**src/rtl/load_store_unit_if.sv**
```systemverilog
// Data-memory bus between the load/store unit (master) and the memory (slave):
// one aligned doubleword per transfer with byte-lane write strobes.
interface load_store_unit_if #(
  parameter int WIDTH = 64
);
  logic             req;
  logic             we;
  logic [WIDTH-1:0] addr;
  logic [WIDTH-1:0] wdata;
  logic [7:0]       wstrb;
  logic [WIDTH-1:0] rdata;
  logic             ready;

  modport master (output req, we, addr, wdata, wstrb, input rdata, ready);
  modport slave  (input req, we, addr, wdata, wstrb, output rdata, ready);
endinterface

```
**src/rtl/load_store_unit.sv**
```systemverilog
// Memory-stage load/store unit: one registered load or store per start pulse over a
// valid/ready data-memory bus, with alignment faults, a request timeout and load extraction.
module load_store_unit #(
  parameter int WIDTH   = 64,
  parameter int TIMEOUT = 16
) (
  input  logic             clk,
  input  logic             rst_n,
  input  logic             start_i,
  input  logic             mem_read_i,
  input  logic             mem_write_i,
  input  logic [1:0]       size_i,
  input  logic             sign_ext_i,
  input  logic [WIDTH-1:0] address_i,
  input  logic [WIDTH-1:0] store_data_i,
  output logic             busy_o,
  output logic             done_o,
  output logic [WIDTH-1:0] load_data_o,
  output logic             fault_o,
  output logic             bus_error_o,
  load_store_unit_if.master dmem
);

  localparam logic [1:0] IDLE = 2'd0;
  localparam logic [1:0] REQ  = 2'd1;
  localparam logic [1:0] RESP = 2'd2;

  localparam int               CNT_W    = (TIMEOUT < 2) ? 1 : $clog2(TIMEOUT + 1);
  localparam logic [CNT_W-1:0] CNT_LAST = CNT_W'((TIMEOUT == 0) ? 0 : TIMEOUT - 1);

  logic [1:0]       state_q, state_d;
  logic [2:0]       lane_q, lane_d;
  logic [1:0]       size_q, size_d;
  logic             sext_q, sext_d;
  logic             busy_q, busy_d;
  logic             done_q, done_d;
  logic             fault_q, fault_d;
  logic             bus_error_q, bus_error_d;
  logic [WIDTH-1:0] load_data_q, load_data_d;
  logic             req_q, req_d;
  logic             we_q, we_d;
  logic [WIDTH-1:0] addr_q, addr_d;
  logic [WIDTH-1:0] wdata_q, wdata_d;
  logic [7:0]       wstrb_q, wstrb_d;
  logic [CNT_W-1:0] cnt_q, cnt_d;

  function automatic logic misaligned(input logic [1:0] sz, input logic [2:0] a);
    logic m;
    case (sz)
      2'd1:    m = a[0];
      2'd2:    m = |a[1:0];
      2'd3:    m = |a;
      default: m = 1'b0;
    endcase
    return m;
  endfunction

  function automatic logic [7:0] strobe(input logic [1:0] sz, input logic [2:0] lane);
    logic [7:0] s;
    case (sz)
      2'd0:    s = 8'h01 << lane;
      2'd1:    s = 8'h03 << lane;
      2'd2:    s = 8'h0F << lane;
      default: s = 8'hFF;
    endcase
    return s;
  endfunction

  // Move the addressed lane down to bit 0, then zero- or sign-extend from its top bit.
  function automatic logic [WIDTH-1:0] extract(input logic [WIDTH-1:0] rdata,
                                               input logic [2:0] lane,
                                               input logic [1:0] sz,
                                               input logic sx);
    logic [WIDTH-1:0] s;
    logic [WIDTH-1:0] r;
    s = rdata >> {lane, 3'b000};
    case (sz)
      2'd0:    r = {{(WIDTH-8){sx & s[7]}}, s[7:0]};
      2'd1:    r = {{(WIDTH-16){sx & s[15]}}, s[15:0]};
      2'd2:    r = {{(WIDTH-32){sx & s[31]}}, s[31:0]};
      default: r = s;
    endcase
    return r;
  endfunction

  always_comb begin
    // NOTE: every signal gets its hold value first so no path through the case infers a latch.
    state_d     = state_q;
    lane_d      = lane_q;
    size_d      = size_q;
    sext_d      = sext_q;
    busy_d      = busy_q;
    done_d      = 1'b0;
    fault_d     = fault_q;
    bus_error_d = bus_error_q;
    load_data_d = load_data_q;
    req_d       = req_q;
    we_d        = we_q;
    addr_d      = addr_q;
    wdata_d     = wdata_q;
    wstrb_d     = wstrb_q;
    cnt_d       = cnt_q;

    case (state_q)
      IDLE: begin
        if (start_i) begin
          fault_d     = 1'b0;
          bus_error_d = 1'b0;
          lane_d      = address_i[2:0];
          size_d      = size_i;
          sext_d      = sign_ext_i;
          cnt_d       = '0;
          state_d     = RESP;
          done_d      = 1'b1;
          if (mem_read_i && mem_write_i) begin
            fault_d = 1'b1;
          end else if (mem_read_i || mem_write_i) begin
            if (misaligned(size_i, address_i[2:0])) begin
              fault_d = 1'b1;
            end else begin
              state_d = REQ;
              done_d  = 1'b0;
              busy_d  = 1'b1;
              req_d   = 1'b1;
              we_d    = mem_write_i;
              addr_d  = {address_i[WIDTH-1:3], 3'b000};
              wdata_d = store_data_i << {address_i[2:0], 3'b000};
              wstrb_d = mem_write_i ? strobe(size_i, address_i[2:0]) : 8'h00;
            end
          end
        end
      end
      REQ: begin
        if (dmem.ready) begin
          state_d = RESP;
          busy_d  = 1'b0;
          req_d   = 1'b0;
          done_d  = 1'b1;
          if (!we_q) load_data_d = extract(dmem.rdata, lane_q, size_q, sext_q);
        end else begin
          cnt_d = cnt_q + 1'b1;
          if (TIMEOUT != 0 && cnt_q == CNT_LAST) begin
            state_d     = RESP;
            busy_d      = 1'b0;
            req_d       = 1'b0;
            done_d      = 1'b1;
            bus_error_d = 1'b1;
            load_data_d = '0;
          end
        end
      end
      RESP:    state_d = IDLE;
      default: state_d = IDLE;
    endcase
  end

  // NOTE: the asynchronous reset clears every output register, so dmem.req drops the moment
  // rst_n falls and an in-flight access is abandoned without a done pulse.
  always_ff @(posedge clk or negedge rst_n) begin
    if (!rst_n) begin
      state_q     <= IDLE;
      lane_q      <= '0;
      size_q      <= '0;
      sext_q      <= 1'b0;
      busy_q      <= 1'b0;
      done_q      <= 1'b0;
      fault_q     <= 1'b0;
      bus_error_q <= 1'b0;
      load_data_q <= '0;
      req_q       <= 1'b0;
      we_q        <= 1'b0;
      addr_q      <= '0;
      wdata_q     <= '0;
      wstrb_q     <= '0;
      cnt_q       <= '0;
    end else begin
      // NOTE: non-blocking updates so every register samples the same pre-edge values.
      state_q     <= state_d;
      lane_q      <= lane_d;
      size_q      <= size_d;
      sext_q      <= sext_d;
      busy_q      <= busy_d;
      done_q      <= done_d;
      fault_q     <= fault_d;
      bus_error_q <= bus_error_d;
      load_data_q <= load_data_d;
      req_q       <= req_d;
      we_q        <= we_d;
      addr_q      <= addr_d;
      wdata_q     <= wdata_d;
      wstrb_q     <= wstrb_d;
      cnt_q       <= cnt_d;
    end
  end

  assign busy_o      = busy_q;
  assign done_o      = done_q;
  assign load_data_o = load_data_q;
  assign fault_o     = fault_q;
  assign bus_error_o = bus_error_q;
  assign dmem.req    = req_q;
  assign dmem.we     = we_q;
  assign dmem.addr   = addr_q;
  assign dmem.wdata  = wdata_q;
  assign dmem.wstrb  = wstrb_q;

endmodule

```
**src/flat_wrapper.sv**
```systemverilog
// flat-port wrapper written by rule: the top's interface ports become plain ports
module load_store_unit_flat 
#(
  parameter int WIDTH   = 64,
  parameter int TIMEOUT = 16
)
  (clk, rst_n, start_i, mem_read_i, mem_write_i, size_i, sign_ext_i, address_i, store_data_i, busy_o, done_o, load_data_o, fault_o, bus_error_o, dmem_req, dmem_we, dmem_addr, dmem_wdata, dmem_wstrb, dmem_rdata, dmem_ready);
  load_store_unit_if #(.WIDTH(WIDTH)) dmem_i ();
  input  logic clk;
  input  logic rst_n;
  input  logic start_i;
  input  logic mem_read_i;
  input  logic mem_write_i;
  input  logic [1:0] size_i;
  input  logic sign_ext_i;
  input  logic [WIDTH-1:0] address_i;
  input  logic [WIDTH-1:0] store_data_i;
  output logic busy_o;
  output logic done_o;
  output logic [WIDTH-1:0] load_data_o;
  output logic fault_o;
  output logic bus_error_o;
  output wire logic [$bits(dmem_i.req)-1:0] dmem_req;
  output wire logic [$bits(dmem_i.we)-1:0] dmem_we;
  output wire logic [$bits(dmem_i.addr)-1:0] dmem_addr;
  output wire logic [$bits(dmem_i.wdata)-1:0] dmem_wdata;
  output wire logic [$bits(dmem_i.wstrb)-1:0] dmem_wstrb;
  input wire logic [$bits(dmem_i.rdata)-1:0] dmem_rdata;
  input wire logic [$bits(dmem_i.ready)-1:0] dmem_ready;
  assign dmem_req = dmem_i.req;
  assign dmem_we = dmem_i.we;
  assign dmem_addr = dmem_i.addr;
  assign dmem_wdata = dmem_i.wdata;
  assign dmem_wstrb = dmem_i.wstrb;
  assign dmem_i.rdata = dmem_rdata;
  assign dmem_i.ready = dmem_ready;
  load_store_unit #(.WIDTH(WIDTH), .TIMEOUT(TIMEOUT)) u_core (.clk(clk), .rst_n(rst_n), .start_i(start_i), .mem_read_i(mem_read_i), .mem_write_i(mem_write_i), .size_i(size_i), .sign_ext_i(sign_ext_i), .address_i(address_i), .store_data_i(store_data_i), .busy_o(busy_o), .done_o(done_o), .load_data_o(load_data_o), .fault_o(fault_o), .bus_error_o(bus_error_o), .dmem(dmem_i));
endmodule
```
**config.mk**
```make
export PLATFORM = sky130hd
export DESIGN_NAME = load_store_unit_flat
export DESIGN_NICKNAME = d
export VERILOG_FILES = /design/src/rtl/load_store_unit_if.sv /design/src/rtl/load_store_unit.sv /design/src/flat_wrapper.sv
export SDC_FILE = /design/constraint.sdc
export NUM_CORES = 1
export LEC_CHECK = 0
export BUFFER_PORTS_ARGS = -buffer_cell sky130_fd_sc_hd__buf_2
export CAP_MARGIN = 20
export CORE_MARGIN = 2
export CORE_UTILIZATION = 45
export DETAILED_ROUTE_END_ITERATION = 12
export PLACE_DENSITY = 0.78
export SLEW_MARGIN = 5
export SYNTH_ARGS = -nofsm -noshare
export SYNTH_HDL_FRONTEND = slang
export SYNTH_SLANG_ARGS = --single-unit
```
**constraint.sdc**
```tcl
create_clock -name clk -period 2.45 [get_ports clk]
set_input_delay 0.49 -clock clk [delete_from_list [all_inputs] [get_ports clk]]
set_output_delay 0.49 -clock clk [all_outputs]
set_load 0.1 [all_outputs]
```
# Word-level counts from Yosys, hierarchy flattened
# Cells that the tools add are included.
# Widths: inputs -> output; s select.
[word_totals]
register_bits = 215
input_bits = 201
out_inout_bits = 206
wordCells = 97
[classes]
addsub = 1
n_eq_ne = 15
shifts = 5
mux = 41
n_bitwise = 5
reduce_logical = 16
[op_table]
columns = ["cell", "count"]
rows = [
  ["$mux 64", 3],
  ["$pmux 64 s3", 1],
  ["$shl 64x6->64", 1],
  ["$shr 64x6->64", 1],
  ["$pmux 8 s3", 1],
  ["$mux 1", 21],
  ["$mux 2", 6],
  ["$mux 5", 2],
  ["$ne 2x2->1 const B", 5],
  ["$pmux 5 s2", 1],
  ["$mux 8", 1],
  ["$shl 1x3->8 const A", 1],
  ["$shl 2x3->8 const A", 1],
  ["$shl 4x3->8 const A", 1],
  ["$eq 2x1->1 const B", 3],
  ["$eq 2x2->1 const B", 3],
  ["$logic_not 2->1", 3],
  ["$pmux 1 s2", 3],
  ["$reduce_and 3->1", 2],
  ["$reduce_and 6->1", 1],
  ["$add 5x1->5 const B", 1],
  ["$eq 5x4->1 const B", 1],
  ["$reduce_and 5->1", 1],
  ["$ne 2x1->1 const B", 2],
  ["12 further kinds", 17],
]

# Logic depth before layout (Yosys ltp)
# Gate-level depths: netlist of the first run.
[logic_depth]
word_depth = 11
depth_mapped = 9
depth_no_buf = 7

# Worst setup path before layout of the first run
# No wires, ideal clock.
[synth_timing]
path_type = "input to register"
startpoint = "input port address_i[2]"
endpoint = "register u_core.wdata_q[10] (netlist: u_core.dmem.wdata[10])"
setup_ns = 0.096
arrival_ns = 2.105
required_time_ns = 2.354
slack_ns = 0.250
path_stages = 8
n_path_buf = 3
cell_sequence = "clkbuf_1 -> nor3_2 -> or2_2 -> o211ai_1 -> clkbuf_1 -> buf_2 -> nand2_1 -> o31ai_1"
[synth_between]
elab_chain_len = 8
elab_cells_between_ends = 9
cone_classes = "shift (1); mux (5); bitwise (1); reduce/logical (2)"
[synth_lines]
columns = ["item", "line", "text"]
rows = [
  ["from (decl)", "flat_wrapper.sv:16", "input logic [WIDTH-1:0] address_i;"],
  ["$reduce_or 3->1", "load_store_unit.sv:52", "2'd3: m = |a;"],
  ["$pmux 1 s3", "load_store_unit.sv:49", "case (sz)"],
  ["$mux 1", "load_store_unit.sv:117", "end else if (mem_read_i || mem_write_i) begin"],
  ["$mux 1", "load_store_unit.sv:115", "if (mem_read_i && mem_write_i) begin"],
  ["$mux 1", "load_store_unit.sv:106", "if (start_i) begin"],
  ["$mux 1", "load_store_unit.sv:104", "case (state_q)"],
  ["$not 1->1 (no source line)", "-", ""],
  ["$reduce_and 5->1 (no source line)", "-", ""],
  ["to (signal assigned)", "load_store_unit.sv:190", "wdata_q <= wdata_d;"],
  ["to (decl)", "load_store_unit.sv:43", "logic [WIDTH-1:0] wdata_q, wdata_d;"],
]
# Several ways; a longest one is shown, not always the timed one. The select of a mux whose other input is x is not followed.
# A chain may end at the register's enable or synchronous reset.

# Worst setup path in the final report of the first run
[layout_timing]
startpoint = "register u_core.lane_q[1]"
endpoint = "register u_core.load_data_q[44] (netlist: u_core.load_data_o[44])"
[layout_between]
elab_chain_len = 5
elab_cells_between_ends = 7
cone_classes = "shift (1); mux (3); bitwise (3)"
[layout_lines]
columns = ["item", "line", "text"]
rows = [
  ["from (decl)", "load_store_unit.sv:32", "logic [2:0] lane_q, lane_d;"],
  ["from (signal assigned)", "load_store_unit.sv:179", "lane_q <= lane_d;"],
  ["$shr 64x6->64 (*)", "load_store_unit.sv:76", "s = rdata >> {lane, 3'b000};"],
  ["$and 1x1->1 (on tied branches)", "load_store_unit.sv:80, load_store_unit.sv:78, load_store_unit.sv:79", ""],
  ["$pmux 64 s3 (*)", "load_store_unit.sv:77", "case (sz)"],
  ["$mux 64 (*)", "load_store_unit.sv:139", "if (!we_q) load_data_d = extract(dmem.rdata, lane_q, size_q, sext_q);"],
  ["$mux 64 (*)", "load_store_unit.sv:134", "if (dmem.ready) begin"],
  ["to (signal assigned)", "load_store_unit.sv:186", "load_data_q <= load_data_d;"],
  ["to (decl)", "load_store_unit.sv:39", "logic [WIDTH-1:0] load_data_q, load_data_d;"],
]
# Mark *: on every way between the ends. The rest lies on a longest branch, timed or not. The select of a mux whose other input is x is not followed.

==> results.md, run 1 <==
* Status: complete, no violations
* Clk sinks at ~220
* Max_slew headroom at between 50% and 60%
* Period utilization at a little over 90%
* Net count, final at between 1500 and 2000
* GRT Total Usage at 28.9%
* Routed WL at 40800 um
* Post-synth EDFFs at 0
* Critical path endpoint: u_core.load_data_o[44]
* RR Startpoint: u_core.lane_q[1]
* Final hold vios at 0
* Root Driver: clkbuf_16
* Core ar. at between 20000 and 30000 sq um
* Crit start category: flop
* First-pass GRT wire length at approximately 64000 um
* DRC Markers at 0
* Synthesized area per cell at between 9 and 10 sq um
* Iter 0 DRT Violations at around 1100
* Row cnt at 59
* Post-cts resize count at 0
* Initial Util at a little under half
* Layout cells sized above 1 at 35.6%
* Most frequent cells in the layout: 400 x buf_2, 329 x nand2_1, 213 x dfrtp_1
* Setup_tns at 0 ps
* DIE AREA at 27500 sq um
* Worst-case reg-to-reg path depth at 6
* H-tree levels at 1
* Clock Path Buffers at 3
* Drt pass-1 iters at 6
* Top cell type by total area after synthesis: dfrtp_1
* TritonCTS Buffers at 25
* MaxCap Viol Count at 0
* Synth Register Bits at 215
* Critical Path Start: u_core.lane_q[1]
* Most common cell after layout, fill and taps aside: buf_2
* Vias in the first global route at 11200
* Post-DRT Antenna Nets at 0
* Post-synth top flop: dfrtp_1
* Hold Crit Class: in2reg
* Area Overhead vs Synth at 29.3%
* Die height at 166 um
* Final Max Slew Viols at 0
* Worst Setup End Kind: flop
* Initial antenna violation count at 2
* Worst Skew at between 10 and 15 ps
* Synth top area share at between 40% and 50%
* Cell area after synthesis at ~12000 sq um
* Kind of critical path: reg2reg
* RR Endpoint: u_core.load_data_o[44]
* RSZ-0062 raised after global routing: no
* Gp weighted congestion at ~0.93
* Clock-pin slew on the worst setup and hold paths at ~60 ps
* Input/output buffers at 403
* WP data required at between 2000 and 3000 ps
* Slew @ Worst Pin at roughly 660 ps
* Vias per std cell at between 5 and 6
* Pin count of the biggest net entering global routing at slightly below 80
* Final setup vio count at 0
* Ranking of synthesized cells by area: dfrtp_1 46%, nand2_1 10%, mux2i_1 6.2%, mux2_2 3.9%, mux4_2 3.4%
* HPWL after DPL at roughly 31000 um
* Crit path max fanout at 32
* DR WL/cell at approximately 20 um
* Sequential share of the synthesized area at around 46%
* Gr ovfl total at 0
* TritonCTS clock tree: built
* Critical path data arrival time at 2700 ps
* Horiz. Die Dim at roughly 170 um
* Post-Synthesis Cells at between 1000 and 1500
* Max Clock Freq at around 440 MHz
* Vias at about 11000
* Reg-to-reg slack, setup at 160 ps
* Clock insertion delay at the later pin of the skew report at 510 ps
* Number of top-level pins at between 400 and 500
* Synth async-reset ratio at 100%
* Synth warnings at 0
* Shortest period the worst path allows at 2290 ps
* Yosys cell types at between 50 and 60
registers in the layout (all words and copies together), names as in the netlist:
name / cells
u_core.dmem.wstrb: 8
u_core.dmem.req: 1
u_core.load_data_o: 64
u_core.dmem.we: 1
u_core.sext_q: 1
u_core.size_q: 2
u_core.cnt_q: 5
u_core.lane_q: 3
u_core.state_q: 2
u_core.fault_o: 1
u_core.dmem.addr: 61
u_core.done_o: 1
u_core.bus_error_o: 1
u_core.dmem.wdata: 64
cell families after synthesis:
family / count (synthesis) / share of synthesized area [%]
AND/OR/NAND/NOR: 469 / 16.3
other: 1 / 0.0318
XOR/XNOR: 3 / 0.223
buffers and inverters: 115 / 4.36
flip-flops: 215 / 45.6
adder cells (fa/ha/maj): 7 / 0.722
AO/OA/AOI/OAI: 319 / 19.1
multiplexers: 132 / 13.6
metrics by stage:
step	hold WS, ps	std cells	area [sq um]	setup WS, ps	util [%]
2_1_floorplan	194	1263	11800	250	-
3_3_place_gp	451	1953	14400	129	55.6
3_5_place_dp	455	1953	14400	75.4	55.6
4_1_cts	143	1998	15200	182	58.8
5_1_grt	153	1998	15200	120	58.8
6_report	157	2001	15200	163	58.8
layout make-up:
type,count,area [sq um]
multi-input combinational,933,5920
tap,335,419
clock inverter,9,101
inverter,7,26.3
fill,2257,10700
antenna,3,7.51
timing repair buffer,464,2670
sequential,215,5380
clock buffer,35,713
synth_stat cells (5+ instances only):
cell type,count
nand2b_1,11
nand3_1,16
o2bb2ai_1,7
a2111o_1,9
ha_1,6
a211oi_1,35
o21ai_0,72
buf_2,30
a221o_1,14
nor2_1,70
o31ai_1,21
o21a_1,8
dfrtp_1,215
a222oi_1,7
inv_1,5
mux4_2,18
o221ai_1,7
o31a_1,6
a21oi_1,80
mux2i_1,73
o211ai_1,9
clkbuf_1,60
o31ai_2,22
buf_1,10
nand2_1,329
nor2b_1,24
a22o_1,5
mux2_2,41
how the worst min path moves through the flow:
stage / startpoint / to / slack (ps) / depth (start not counted)
finish: address_i[33] / u_core.dmem.addr[33] / 160 / 3
global route: address_i[56] / u_core.dmem.addr[56] / 150 / 3
CTS: address_i[63] / u_core.dmem.addr[63] / 140 / 3
detailed placement: u_core.dmem.wdata[26] / u_core.dmem.wdata[26] / 450 / 2
global placement: u_core.dmem.wstrb[7] / u_core.dmem.wstrb[7] / 450 / 2
floorplan: rst_n / u_core.bus_error_o / 190 / 0
layer usage:
metal  track usage (%)  wire length (um)  share of wire, %
met1              35.8             15600                38
met2              49.1             19700                48
met3              6.36              3610               8.8
met4              11.8              1800               4.4
met5                 0                 7             0.017
worst max-delay path, stage by stage (launching register included):
cell and delay [ps]:
dfrtp_2 540, mux2i_1 190, mux4_2 510, or2_0 250
and3b_1 220, buf_12 190, o31ai_2 270
timing repair:
action                    in CTS  in global routing
setup buffers                  0                  0
hold buffers                   1                  0
hold endpoints to repair      19                  0
Power of run 1 is not shown: default switching activity piles up to over one toggle a cycle in this logic, so the estimate is an artifact.
==> inputs of run 2 (changes only) <==
--- a/config.mk
+++ b/config.mk
@@ -5,6 +5,7 @@
 export SDC_FILE = /design/constraint.sdc
 export NUM_CORES = 1
 export LEC_CHECK = 0
+export ABC_AREA = 1
 export BUFFER_PORTS_ARGS = -buffer_cell sky130_fd_sc_hd__buf_2
 export CAP_MARGIN = 20
 export CORE_MARGIN = 2
==> run 2 against run 1 <==
Net effect: synthesized cell count increased by 32%; maximum frequency up 6.3%; routed wire length rose by 2.1%; setup slack improved by 140 ps; first-iteration DRC count rose by 12%; clock-buffer cell count shrank 3; cell count increased by 19%; critical path type unchanged; largest cell class unchanged; highest routed layer unchanged.
==> results.md, run 2 <==
* Status: complete, no violations
* Root Driver: clkbuf_16
* Hold slack at 161 ps
* TritonCTS Buffers at 24
* GRT Total Usage at just under 30%
* Critical path data arrival time at 2610 ps
* Synth warnings at 0
* Most numerous cell on the critical path: nand3_1
* Slowest CP cell: dfrtp_2
* Clock insertion delay at the later pin of the skew report at around 520 ps
* Area Overhead vs Synth at 27.7%
* Most common cell in the netlist: nand2_1
* Ranking of synthesized cells by area: dfrtp_1 46%, nand2_1 26%, o21ai_0 6.7%, nand3_1 4.4%, nor2_1 1.9%
* Final setup vio count at 0
* Worst path bufs/invs at 4
* Post-DRT Antenna Nets at 0
* Number of top-level pins at about 410
* HPWL after DPL at slightly above 30000 um
* Most common cell after layout, fill and taps aside: nand2_1
* Synth top area share at 45.8%
* Worst Setup End Kind: flop
* Post-synth top flop: dfrtp_1
* Post-cts resize count at 0
* Most frequent cells in the layout: 803 x nand2_1, 402 x buf_2, 213 x dfrtp_1
* Crit start category: flop
* Sequential share of the synthesized area at ~46%
* Clk sinks at roughly 220
* Net count, final at ~2200
* Most frequent cells after synthesis: 803 x nand2_1, 215 x dfrtp_1, 158 x o21ai_0
* Period utilization at 87.8%
* Synth async-reset ratio at 100%
* Routed WL at 41600 um
* Vias per std cell at about 5.3
* Gr ovfl total at 0
* H-tree levels at 1
* Die height at approximately 170 um
* Pin count of the biggest net entering global routing at between 70 and 80
* Gp weighted congestion at roughly 0.96
* Vias at around 13000
* Yosys cell types at 39
* DR WL/cell at ~17 um
* Initial Util at between 40% and 50%
* TritonCTS clock tree: built
* Crit-path cells: inv_2 -> buf_12 -> nand3_1 -> a21oi_1 -> nand3_1 -> nand2_1 -> inv_1 -> nand2_2 -> buf_12 -> nand3_1 -> nand2_1
* Synth Register Bits at between 200 and 250
* Horiz. Die Dim at roughly 170 um
* Row cnt at 59
* Vias in the first global route at 11900
* Initial antenna violation count at 9
* Hold Crit Class: in2reg
* Layout cells sized above 1 at between 20 and 30%
* Setup_tns at 0 ps
* DIE AREA at about 27000 sq um
* Top cell type by total area after synthesis: dfrtp_1
* WP data required at slightly below 3000 ps
* Worst Skew at between 10 and 15 ps
* Post-synth EDFFs at 0
* RSZ-0062 raised after global routing: no
* Post-Synthesis Cells at between 1500 and 2000
* Synthesized area per cell at around 7 sq um
* Clock-pin slew on the worst setup and hold paths at around 60 ps
* Cell area after synthesis at ~12000 sq um
* Clock Path Buffers at 3
* First-pass GRT wire length at about 63000 um
* Post-CTS Hold Fix Bufs at 1
* Setup Buffers After CTS at 0
* Drt pass-1 iters at 6
* Max_slew headroom at between 50% and 60%
* MaxCap Viol Count at 0
* Kind of critical path: reg2reg
* Max Clock Freq at ~460 MHz
* Shortest period the worst path allows at approximately 2200 ps
* Input/output buffers at 403
* Slowest cell delay on critical path at between 400 and 500 ps
* Core ar. at around 26000 sq um
* Slew @ Worst Pin at 632 ps
* Crit path max fanout at 59
* DRC Markers at 0
* Iter 0 DRT Violations at 1186
* Final Max Slew Viols at 0
* Final hold vios at 0
* CP top delay family: simple AND/OR/NAND/NOR gates
-- run 2: cells by family after synthesis --
family	Yosys count	synth area share [%]
flip-flops	215	45.8
other	1	0.0319
AND/OR/NAND/NOR	1005	34.1
multiplexers	2	0.171
AO/OA/AOI/OAI	268	12.9
buffers and inverters	172	6.30
adder cells (fa/ha/maj)	6	0.640
-- run 2: per-stage QoR --
| step | worst slack (ps) | instance area (sq um) | util (%) | std cells |
|---|---|---|---|---|
| final | 299 | 15000 | 58.0 | 2381 |
| after global routing | 132 | 15000 | 58.0 | 2379 |
| after CTS | 283 | 15000 | 58.0 | 2374 |
| after detailed placement | 141 | 14100 | 54.7 | 2330 |
| after global placement | 222 | 14100 | 54.7 | 2330 |
| after floorplan | 414 | 11700 | - | 1671 |
-- run 2: worst paths after layout --
check | startpoint | end | slack [ps] | cells past startpoint
max in group asynchronous | rst_n | u_core.dmem.addr[21] | 1010 | 3
worst max-delay path | u_core.lane_q[0] | u_core.load_data_o[61] | 300 | 11
worst max register to register | u_core.lane_q[0] | u_core.load_data_o[61] | 300 | 11
worst min register to register | u_core.dmem.addr[37] | u_core.dmem.addr[37] | 460 | 2
min in group asynchronous | rst_n | u_core.load_data_o[26] | 480 | 2
worst min-delay path | address_i[5] | u_core.dmem.addr[5] | 160 | 3
-- run 2: final cells by class --
| class | instances | area, sq um |
|---|---|---|
| Timing Repair Buffer | 440 | 2470 |
| Sequential cell | 215 | 5380 |
| Antenna cell | 7 | 17.5 |
| Multi-Input combinational cell | 1284 | 5660 |
| Clock buffer | 32 | 681 |
| Fill cell | 2503 | 10800 |
| Clock inverter | 11 | 156 |
| Tap cell | 335 | 419 |
| Inverter | 57 | 214 |
-- run 2: worst reg2reg max path: cells and delay by family, from the launching register on --
kind                   cells  cell delay [ps]
AOI/OAI and AO/OA          1              200
buffers and inverters      4              690
DFF                        1              480
and+or+nand+nor            6              740
-- run 2: routing by layer --
layer	part of all wire (%)	wire length, um	up-vias	GRT usage, %
met2	47	19500	660	47.5
met3	9.3	3880	117	6.62
li1	-	-	6074	-
met4	5.2	2160	4	15.2
met1	39	16000	5837	36.9
met5	0.065	27	-	0
Power of run 2 is left out for the same reason.
==> inputs of run 3 (changes only) <==
--- a/config.mk
+++ b/config.mk
@@ -7,11 +7,10 @@
 export LEC_CHECK = 0
 export ABC_AREA = 1
 export BUFFER_PORTS_ARGS = -buffer_cell sky130_fd_sc_hd__buf_2
-export CAP_MARGIN = 20
 export CORE_MARGIN = 2
-export CORE_UTILIZATION = 45
+export CORE_UTILIZATION = 35
 export DETAILED_ROUTE_END_ITERATION = 12
-export PLACE_DENSITY = 0.78
+export PLACE_DENSITY = 0.64
 export SLEW_MARGIN = 5
 export SYNTH_ARGS = -nofsm -noshare
 export SYNTH_HDL_FRONTEND = slang
==> run 3 against run 2 <==
Net effect: setup slack worse by 56 ps; clock skew fell by 2.1 ps; largest cell class unchanged; flip-flop and latch count did not move; highest routed layer unchanged; worst hold slack worse by 11 ps; clock-buffer cell count is 2 higher; first-iteration DRC count shrank 23%.
==> results.md, run 3 (synthesized netlist as in run 2, its figures left out) <==
* Iter 0 DRT Violations at a little over 900
* Setup Buffers After CTS at 0
* Root Driver: clkbuf_16
* Initial Util at 35.3%
* MaxCap Viol Count at 0
* WP data required at slightly below 3000 ps
* Sequential cell area at around 5400 sq um
* Worst Skew at ~11 ps
* Crit start category: flop
* Kind of critical path: reg2reg
* Post-DRT Antenna Nets at 0
* Net count, final at about 2200
* Placed cell count at approximately 2500
* Final core occ at 46.0%
* Horiz. Die Dim at about 190 um
* Drt pass-1 iters at 5
* Fill count at 3462
* Wl on met1 at 17900 um
* Clock Path Buffers at 3
* Max Clock Freq at around 450 MHz
* Hold Crit Class: in2reg
* Met3 wire length at ~3800 um
* Area Overhead vs Synth at 30.5%
* Crit path max fanout at 33
* RSZ-0062 raised after global routing: no
* Routed WL at roughly 44000 um
* Layout cells sized above 1 at between 20 and 30%
* Gp weighted congestion at approximately 0.9
* Top sig layer: met5
* Vias at around 13000
* Clock-pin slew on the worst setup and hold paths at around 60 ps
* TritonCTS clock tree: built
* Leakage at around 8.5 nW
* Final Max Slew Viols at 0
* Period utilization at between 90% and 100%
* Most common cell after layout, fill and taps aside: nand2_1
* Vias in the first global route at approximately 12000
* Final hold vios at 0
* Max_slew headroom at 62.4%
* Status: complete, no violations
* Input/output buffers at slightly above 400
* DIE AREA at ~35000 sq um
* Shortest period the worst path allows at between 2000 and 2500 ps
* DRC Markers at 0
* GRT Total Usage at around a quarter
* PwrDens at 1670 nW/um^2
* Max VDD drop at around 1.1 mV
* Slew @ Worst Pin at about 560 ps
* Clk sinks at 215
* DR WL/cell at 17.7 um
* H-tree levels at 1
* Core ar. at 33300 sq um
* Critical path data arrival time at about 2700 ps
* Gr ovfl total at 0
* Placement Setup Slack at around 130 ps
* Number of top-level pins at 407
* HPWL after DPL at approximately 33000 um
* Area of the multi-input gates at 5660 sq um
* Pin count of the biggest net entering global routing at 65
* PnR worst setup slack at approximately 240 ps
* Die height at ~190 um
* Routed length on met2 at around 21000 um
* Setup_tns at 0 ps
* Post-layout instance count excluding filler cells at 2504
* Cell Area, Placed at about 14000 sq um
* Hold slack at 150 ps
* Most frequent cells in the layout: 803 x nand2_1, 402 x buf_2, 213 x dfrtp_1
* Vias per std cell at roughly 5.0
* Final setup vio count at 0
* Row cnt at 67
* TritonCTS Buffers at 26
* Clock insertion delay at the later pin of the skew report at roughly 540 ps
* First-pass GRT wire length at ~70000 um
* Post-Layout Inst Area at 15300 sq um
* Worst Setup End Kind: flop
* Initial antenna violation count at 5
* Total Power at roughly 26 mW
run 3: critical path, stage by stage (launching register included):
cell and delay, ps:
dfrtp_1 390, ha_1 180, nand2_1 70, nor2_1 120, ha_1 250, o21ai_1 110
inv_1 150, o21ai_4 100, nor2_4 300, buf_12 240, nand3_1 140, nand2_1 80
run 3: path summary, 6_finish.rpt:
| check | from | end | slack (ps) | cells after the start |
|---|---|---|---|---|
| setup / recovery | u_core.cnt_q[0] | u_core.load_data_o[47] | 240 | 11 |
| hold / removal | address_i[54] | u_core.dmem.addr[54] | 150 | 3 |
| setup reg to reg | u_core.cnt_q[0] | u_core.load_data_o[47] | 240 | 11 |
| hold reg to reg | u_core.dmem.addr[39] | u_core.dmem.addr[39] | 460 | 2 |
| max in group asynchronous | rst_n | u_core.lane_q[1] | 1190 | 3 |
| min in group asynchronous | rst_n | u_core.load_data_o[1] | 480 | 2 |
run 3: metal layers:
| metal | GRT usage [%] | vias to the layer above |
|---|---|---|
| li1 | - | 6099 |
| met1 | 31.4 | 5839 |
| met2 | 41.3 | 599 |
| met3 | 4.20 | 103 |
| met4 | 9.77 | 4 |
| met5 | 0 | - |
run 3: what timing repair did:
action | 4_1_cts | 5_1_grt
hold endpoints to repair | 56 | 0
gates resized for setup | 0 | 0
hold buffers | 1 | 0
run 3: power by group:
part	internal [mW]	switching, mW
Clock	2.70	1.60
Combinational	2.37	13.2
Sequential	4.89	0.861
Total	9.96	15.7
run 3: cell type report:
cell class | instances | area share, %
diodes | 4 | 0.0653
clock buffers | 34 | 4.70
flip-flops and latches | 215 | 35.1
clock inverters | 14 | 1.54
well taps | 448 | 3.66
multi-input cells | 1284 | 36.9
inverters | 57 | 1.40
repair buffers | 448 | 16.6
Note: power is estimated with default switching activity, not from simulation.
